`src/rtl/jesd204b_pkg.sv`:
```
// Shared JESD204B link-layer constants, FSM encodings and the captured link-configuration record.
// Used by both the TX ILA generator and the RX ILA checker.
package jesd204b_pkg;

  localparam int LINK_CONF_OCTET_NUM = 14;

  localparam logic [7:0] K28_0 = 8'h1C;  // /R/
  localparam logic [7:0] K28_3 = 8'h7C;  // /A/
  localparam logic [7:0] K28_4 = 8'h9C;  // /Q/
  localparam logic [7:0] K28_5 = 8'hBC;  // /K/

  localparam logic [2:0] SUBCLASSV = 3'd2;
  localparam logic [2:0] JESDV     = 3'd1;

  typedef enum logic [1:0] {
    ST_IDLE,
    ST_WAIT_R,
    ST_RUN,
    ST_ERR
  } ila_state_t;

  typedef struct packed {
    logic [7:0] did;
    logic [3:0] adjcnt;
    logic [3:0] bid;
    logic       adjdir;
    logic       phadj;
    logic [4:0] lid;
    logic       scr;
    logic [4:0] l;
    logic [7:0] f;
    logic [4:0] k;
    logic [7:0] m;
    logic [1:0] cs;
    logic [4:0] n;
    logic [4:0] n_ap;
    logic [2:0] subclassv;
    logic [2:0] jesdv;
    logic [4:0] s;
    logic       hd;
    logic [4:0] cf;
  } ila_cfg_t;

endpackage

```
`src/rtl/ila_cfg_parser.sv`:
```
// Captures the 14 link-configuration octets by index, accumulates the field-wise FCHK sum.
// Results valid 1 cycle after the FCHK octet; no backpressure, captures only when cap_vld.
module ila_cfg_parser
  import jesd204b_pkg::*;
(
  input  logic       clk,
  input  logic       rst,
  input  logic       clr,
  input  logic       cap_vld,
  input  logic [3:0] cap_idx,
  input  logic [7:0] cap_dat,
  input  logic [7:0] exp_f,
  input  logic [4:0] exp_k,
  output ila_cfg_t   cfg,
  output logic       cfg_vld,
  output logic       fchk_err,
  output logic       cfg_mismatch
);

  localparam logic [3:0] FCHK_IDX = 4'(LINK_CONF_OCTET_NUM - 1);

  ila_cfg_t    cfg_q, cfg_d;
  logic [11:0] acc_q, acc_d;
  logic        vld_q, vld_d;
  logic        ferr_q, ferr_d;
  logic        mm_q, mm_d;
  logic [11:0] contrib;

  always_comb begin
    cfg_d   = cfg_q;
    acc_d   = acc_q;
    vld_d   = vld_q;
    ferr_d  = ferr_q;
    mm_d    = mm_q;
    contrib = '0;
    if (cap_vld) begin
      case (cap_idx)
        4'd0: begin cfg_d.did = cap_dat; contrib = 12'(cap_dat); end
        4'd1: begin
          cfg_d.adjcnt = cap_dat[7:4];
          cfg_d.bid    = cap_dat[3:0];
          contrib      = 12'(cap_dat[7:4]) + 12'(cap_dat[3:0]);
        end
        4'd2: begin
          cfg_d.adjdir = cap_dat[6];
          cfg_d.phadj  = cap_dat[5];
          cfg_d.lid    = cap_dat[4:0];
          contrib      = 12'(cap_dat[6]) + 12'(cap_dat[5]) + 12'(cap_dat[4:0]);
        end
        4'd3: begin
          cfg_d.scr = cap_dat[7];
          cfg_d.l   = cap_dat[4:0];
          contrib   = 12'(cap_dat[7]) + 12'(cap_dat[4:0]);
        end
        4'd4: begin cfg_d.f = cap_dat; contrib = 12'(cap_dat); end
        4'd5: begin cfg_d.k = cap_dat[4:0]; contrib = 12'(cap_dat[4:0]); end
        4'd6: begin cfg_d.m = cap_dat; contrib = 12'(cap_dat); end
        4'd7: begin
          cfg_d.cs = cap_dat[7:6];
          cfg_d.n  = cap_dat[4:0];
          contrib  = 12'(cap_dat[7:6]) + 12'(cap_dat[4:0]);
        end
        4'd8: begin
          cfg_d.subclassv = cap_dat[7:5];
          cfg_d.n_ap      = cap_dat[4:0];
          contrib         = 12'(cap_dat[7:5]) + 12'(cap_dat[4:0]);
        end
        4'd9: begin
          cfg_d.jesdv = cap_dat[7:5];
          cfg_d.s     = cap_dat[4:0];
          contrib     = 12'(cap_dat[7:5]) + 12'(cap_dat[4:0]);
        end
        4'd10: begin
          cfg_d.hd = cap_dat[7];
          cfg_d.cf = cap_dat[4:0];
          contrib  = 12'(cap_dat[7]) + 12'(cap_dat[4:0]);
        end
        FCHK_IDX: begin
          // F and K octets were captured earlier in this multiframe, so cfg_q is already settled.
          vld_d  = 1'b1;
          ferr_d = (acc_q[7:0] != cap_dat);
          mm_d   = (cfg_q.f != exp_f) || (cfg_q.k != exp_k);
        end
        default: ;  // RES1/RES2 carry no checked content
      endcase
      acc_d = acc_q + contrib;
    end
    if (clr) begin
      cfg_d  = '0;
      acc_d  = '0;
      vld_d  = 1'b0;
      ferr_d = 1'b0;
      mm_d   = 1'b0;
    end
  end

  always_ff @(posedge clk or posedge rst) begin
    if (rst) begin
      cfg_q  <= '0;
      acc_q  <= '0;
      vld_q  <= 1'b0;
      ferr_q <= 1'b0;
      mm_q   <= 1'b0;
    end else begin
      cfg_q  <= cfg_d;
      acc_q  <= acc_d;
      vld_q  <= vld_d;
      ferr_q <= ferr_d;
      mm_q   <= mm_d;
    end
  end

  assign cfg          = cfg_q;
  assign cfg_vld      = vld_q;
  assign fchk_err     = ferr_q;
  assign cfg_mismatch = mm_q;

endmodule

```
`config.mk`:
```
export PLATFORM = sky130hd
export DESIGN_NAME = ila_cfg_parser
export DESIGN_NICKNAME = d
export VERILOG_FILES = /design/src/rtl/jesd204b_pkg.sv /design/src/rtl/ila_cfg_parser.sv
export SDC_FILE = /design/constraint.sdc
export NUM_CORES = 1
export LEC_CHECK = 0
export CORE_MARGIN = 2
export CORE_UTILIZATION = 55
export CTS_CLUSTER_SIZE = 28
export DETAILED_ROUTE_END_ITERATION = 7
export PLACE_DENSITY_LB_ADDON = 0.25
export SLEW_MARGIN = 10
export SYNTH_ARGS = -nofsm -noshare
export SYNTH_HDL_FRONTEND = slang
export SYNTH_SLANG_ARGS = --single-unit
```
`constraint.sdc`:
```
create_clock -name clk -period 4.1 [get_ports clk]
set_input_delay 0.41 -clock clk [delete_from_list [all_inputs] [get_ports clk]]
set_output_delay 0.41 -clock clk [all_outputs]
set_load 0.005 [all_outputs]
```
==> summary.md <==
| Metric | Value |
|---|---|
| Tmin final | 3858 ps |
| Row cnt | 34 |
| CTS Root Cell | clkbuf_8 |
| CTS max path bufs | 2 |
| Most used DFF post-synth | dfrtp_1 |
| Share of cells above drive strength 1 | 12.77% |
| Worst reg-to-reg path cell count | 7 |
| Setup Crit Path Kind | primary input to flip-flop |
| Reg2reg setup slack | 1860 ps |
| Post-Syn Area | 4896 µm² |
| Setup Viol. Count Final | 0 |
| Syn Nets | 529 |
| Status | completed |
| # nets final | 654 |
| Fin util | 74.60% |
| Pin count of the biggest net entering global routing | 53 |
| Synth cell count leaders | dfrtp_1, nor2_1, mux2i_1 |
| DRT Wirelength | 13.20 mm |
| Worst Path Required | 4360 ps |
| Ports | 111 |
| HP Class | primary input to asynchronous set/reset pin |
| Cell Pwr Density | 297.9 nW/µm² |
| Via density | 5.709 |
| Relative slew margins | 43.80% |
| R2R Path End | acc_q[6]$_DFFE_PP0P_ |
| Clock skew | 10.15 ps |
| Residual DRC count | 0 |
| CP endpoint | acc_q[7]$_DFFE_PP0P_ |
| Top cells by area, synth | dfrtp_1, mux2i_1, nor2_1, ha_1, xor2_1 |
| Synthesis-to-layout area growth | 32.23% |
| EDFF count, synth | 0 |
| Leakage | 2.993 nW |
| RSZ-0062 raised after global routing | no |
| Cell count after synthesis | 481 |
| YS warnings | 0 |
| Drt initial violations | 208 |
| First-pass GRT wire length | 21.31 mm |
| FF+latch count, synth | 90 |
| Per-cell routed wire length | 18.36 µm |
| Tcrit/Tclk final | 94.10% |
| Peak VDD IR | 0.1778 mV |
| IO Port Bufs | 110 |
| Clock Pin Slew Worst Setup and Hold Paths | 100 ps |
| Diodes inserted | 0 |
| # fillers | 635 |
| Dpl hpwl | 9.454 mm |
| Max-slew violations | 0 |
| Fin. Hold Viols | 0 |
| Worst-path fanout max | 4 |
| Worst-skew pair later-pin latency | 360 ps |
| CP endpoint kind | flip-flop |
| CTS Buf Count | 9 |
| Core footprint | 8678 µm² |
| Async S/R FF share, synth | 100.0% |
| Initial antenna violation count | 0 |
| H-tree level count | 3 |
| Reg2reg start | acc_q[0]$_DFFE_PP0P_ |
| GRT Residual Overflow | 0 |
| Vias in the first global route | 4184 |
| Die area | 9673 µm² |
| Synth area leader | dfrtp_1 |
| Worst setup SP type | primary input |
| Vias | 4105 |
| Share of the synthesized area in the top cell type | 46.00% |
| Synth unique cells | 55 |
| Post-synthesis sequential area ratio | 46.00% |
| Count leader, synth | dfrtp_1 |
| Max-Cap Viols | 0 |
| Initial Utilization | 56.42% |
| Total track usage | 27.89% |
| Die X | 98.35 µm |
| Critical path arrival | 4110 ps |
| Hold WS | 314.7 ps |
| CTS tree | done |
| Crit path launch | cap_dat[7] |
| Clk sinks | 90 |
| Global placer's final weighted congestion | 0.9457 |
| Antenna Violating Nets Remaining | 0 |
| Slew at the pin closest to its max-slew limit | 838.5 ps |
| Fmax | 0.2592 GHz |
| Hold bufs inserted after CTS | 0 |
| DRT Pass-1 Iters | 5 |
| Die Y | 98.35 µm |
| Average size of a mapped cell | 10.18 µm² |
## per-stage QoR
| stage | power (mW) | std cells | instance area [µm²] | setup slack [ps] | TNS [ps] |
|---|---|---|---|---|---|
| finish | 1.928 | 719 | 6474 | 242.0 | 0 |
| global route | 1.999 | 719 | 6474 | 29.34 | 0 |
| CTS | 1.933 | 719 | 6466 | 237.0 | 0 |
| detailed placement | 1.278 | 703 | 6246 | -167.7 | -257.6 |
| global placement | 1.266 | 703 | 6246 | -50.47 | -51.04 |
| floorplan | 1.137 | 481 | 4896 | 320.6 | 0 |
## flip-flops by register name (all words and copies together), names as in the netlist
| register | count |
|---|---|
| acc_q | 8 |
| cfg_mismatch | 1 |
| cfg_vld | 1 |
| fchk_err | 1 |
| cfg | 79 |
## repair_timing
action / CTS / global route
buffers inserted: 0 / 0
endpoints found under the hold margin: 0 / 0
resized for setup: 0 / 3
setup endpoints to repair: 0 / 1
## cells in the final DEF, fill, tap and decap left out, drive strengths merged, types with 3 or more instances in the layout
cell / instances
mux2i: 67
a211oi: 3
xnor2: 13
nand3: 26
xor2: 16
dfrtp: 90
nand2b: 6
a21o: 4
nor2b: 4
buf: 35
inv: 8
nand4: 4
clkbuf: 10
nor2: 90
nor3: 3
nand2: 33
fa: 4
nor4: 4
a221o: 3
a21oi: 25
o21ai: 13
clkdlybuf4s50: 109
ha: 15
## metal layers
metal	wire (µm)	up-vias	track usage, %	part of all wire (%)
met5	0	-	0	0
met4	259	0	10.22	2.0
met3	967	21	8.160	7.3
met2	6610	156	46.68	50
met1	5361	2028	34.45	41
li1	-	1900	-	-
## layout make-up
type,instances,area (µm²),area share (%)
multi-input combinational,355,2491,38.48
sequential,90,2252,34.79
timing repair buffer,144,1351,20.87
clock buffer,10,137.6,2.126
tap,108,135.1,2.087
clock inverter,6,82.58,1.276
inverter,6,23.77,0.3672
## where the power goes
group          switching [mW]  internal, mW
clock network           0.351         0.312
logic                   0.185         0.157
registers              0.0174         0.905
total                   0.554          1.37
## worst max-delay path, stage by stage
cell and delay (ps):
clkdlybuf4s50_1 520, nand2b_1 70, o21ai_0 170, nand2_1 70, o211a_1 130, o21ai_1 140
ha_2 190, inv_1 50, fa_1 370, nor2b_1 110, o21ai_0 100, a221o_1 310
a21o_1 180, ha_1 310, a21oi_1 190, o21ai_0 130, nor3_1 160, and3b_1 200
mux2_4 290
## kinds of logic after synthesis
kind of cell / Yosys count / synth area share [%]
AOI/OAI and AO/OA: 60 / 7.692
muxes: 68 / 14.08
DFF: 90 / 46.00
adders and majority gates: 20 / 5.673
and+or+nand+nor: 178 / 18.09
buffers and inverters: 36 / 3.271
xor gates and xnor gates: 29 / 5.188
## worst min-delay path by stage
stage	depth (start not counted)	from	endpoint
floorplan	2	cfg_vld$_DFFE_PP0P_	cfg_vld$_DFFE_PP0P_
global placement	2	cfg_vld$_DFFE_PP0P_	cfg_vld$_DFFE_PP0P_
CTS	2	rst	cfg[75]$_DFFE_PP0P_
global route	2	rst	cfg[75]$_DFFE_PP0P_
finish	2	rst	cfg[11]$_DFFE_PP0P_
detailed placement	2	cfg_vld$_DFFE_PP0P_	cfg_vld$_DFFE_PP0P_
Note: power is estimated with default switching activity, not from simulation.
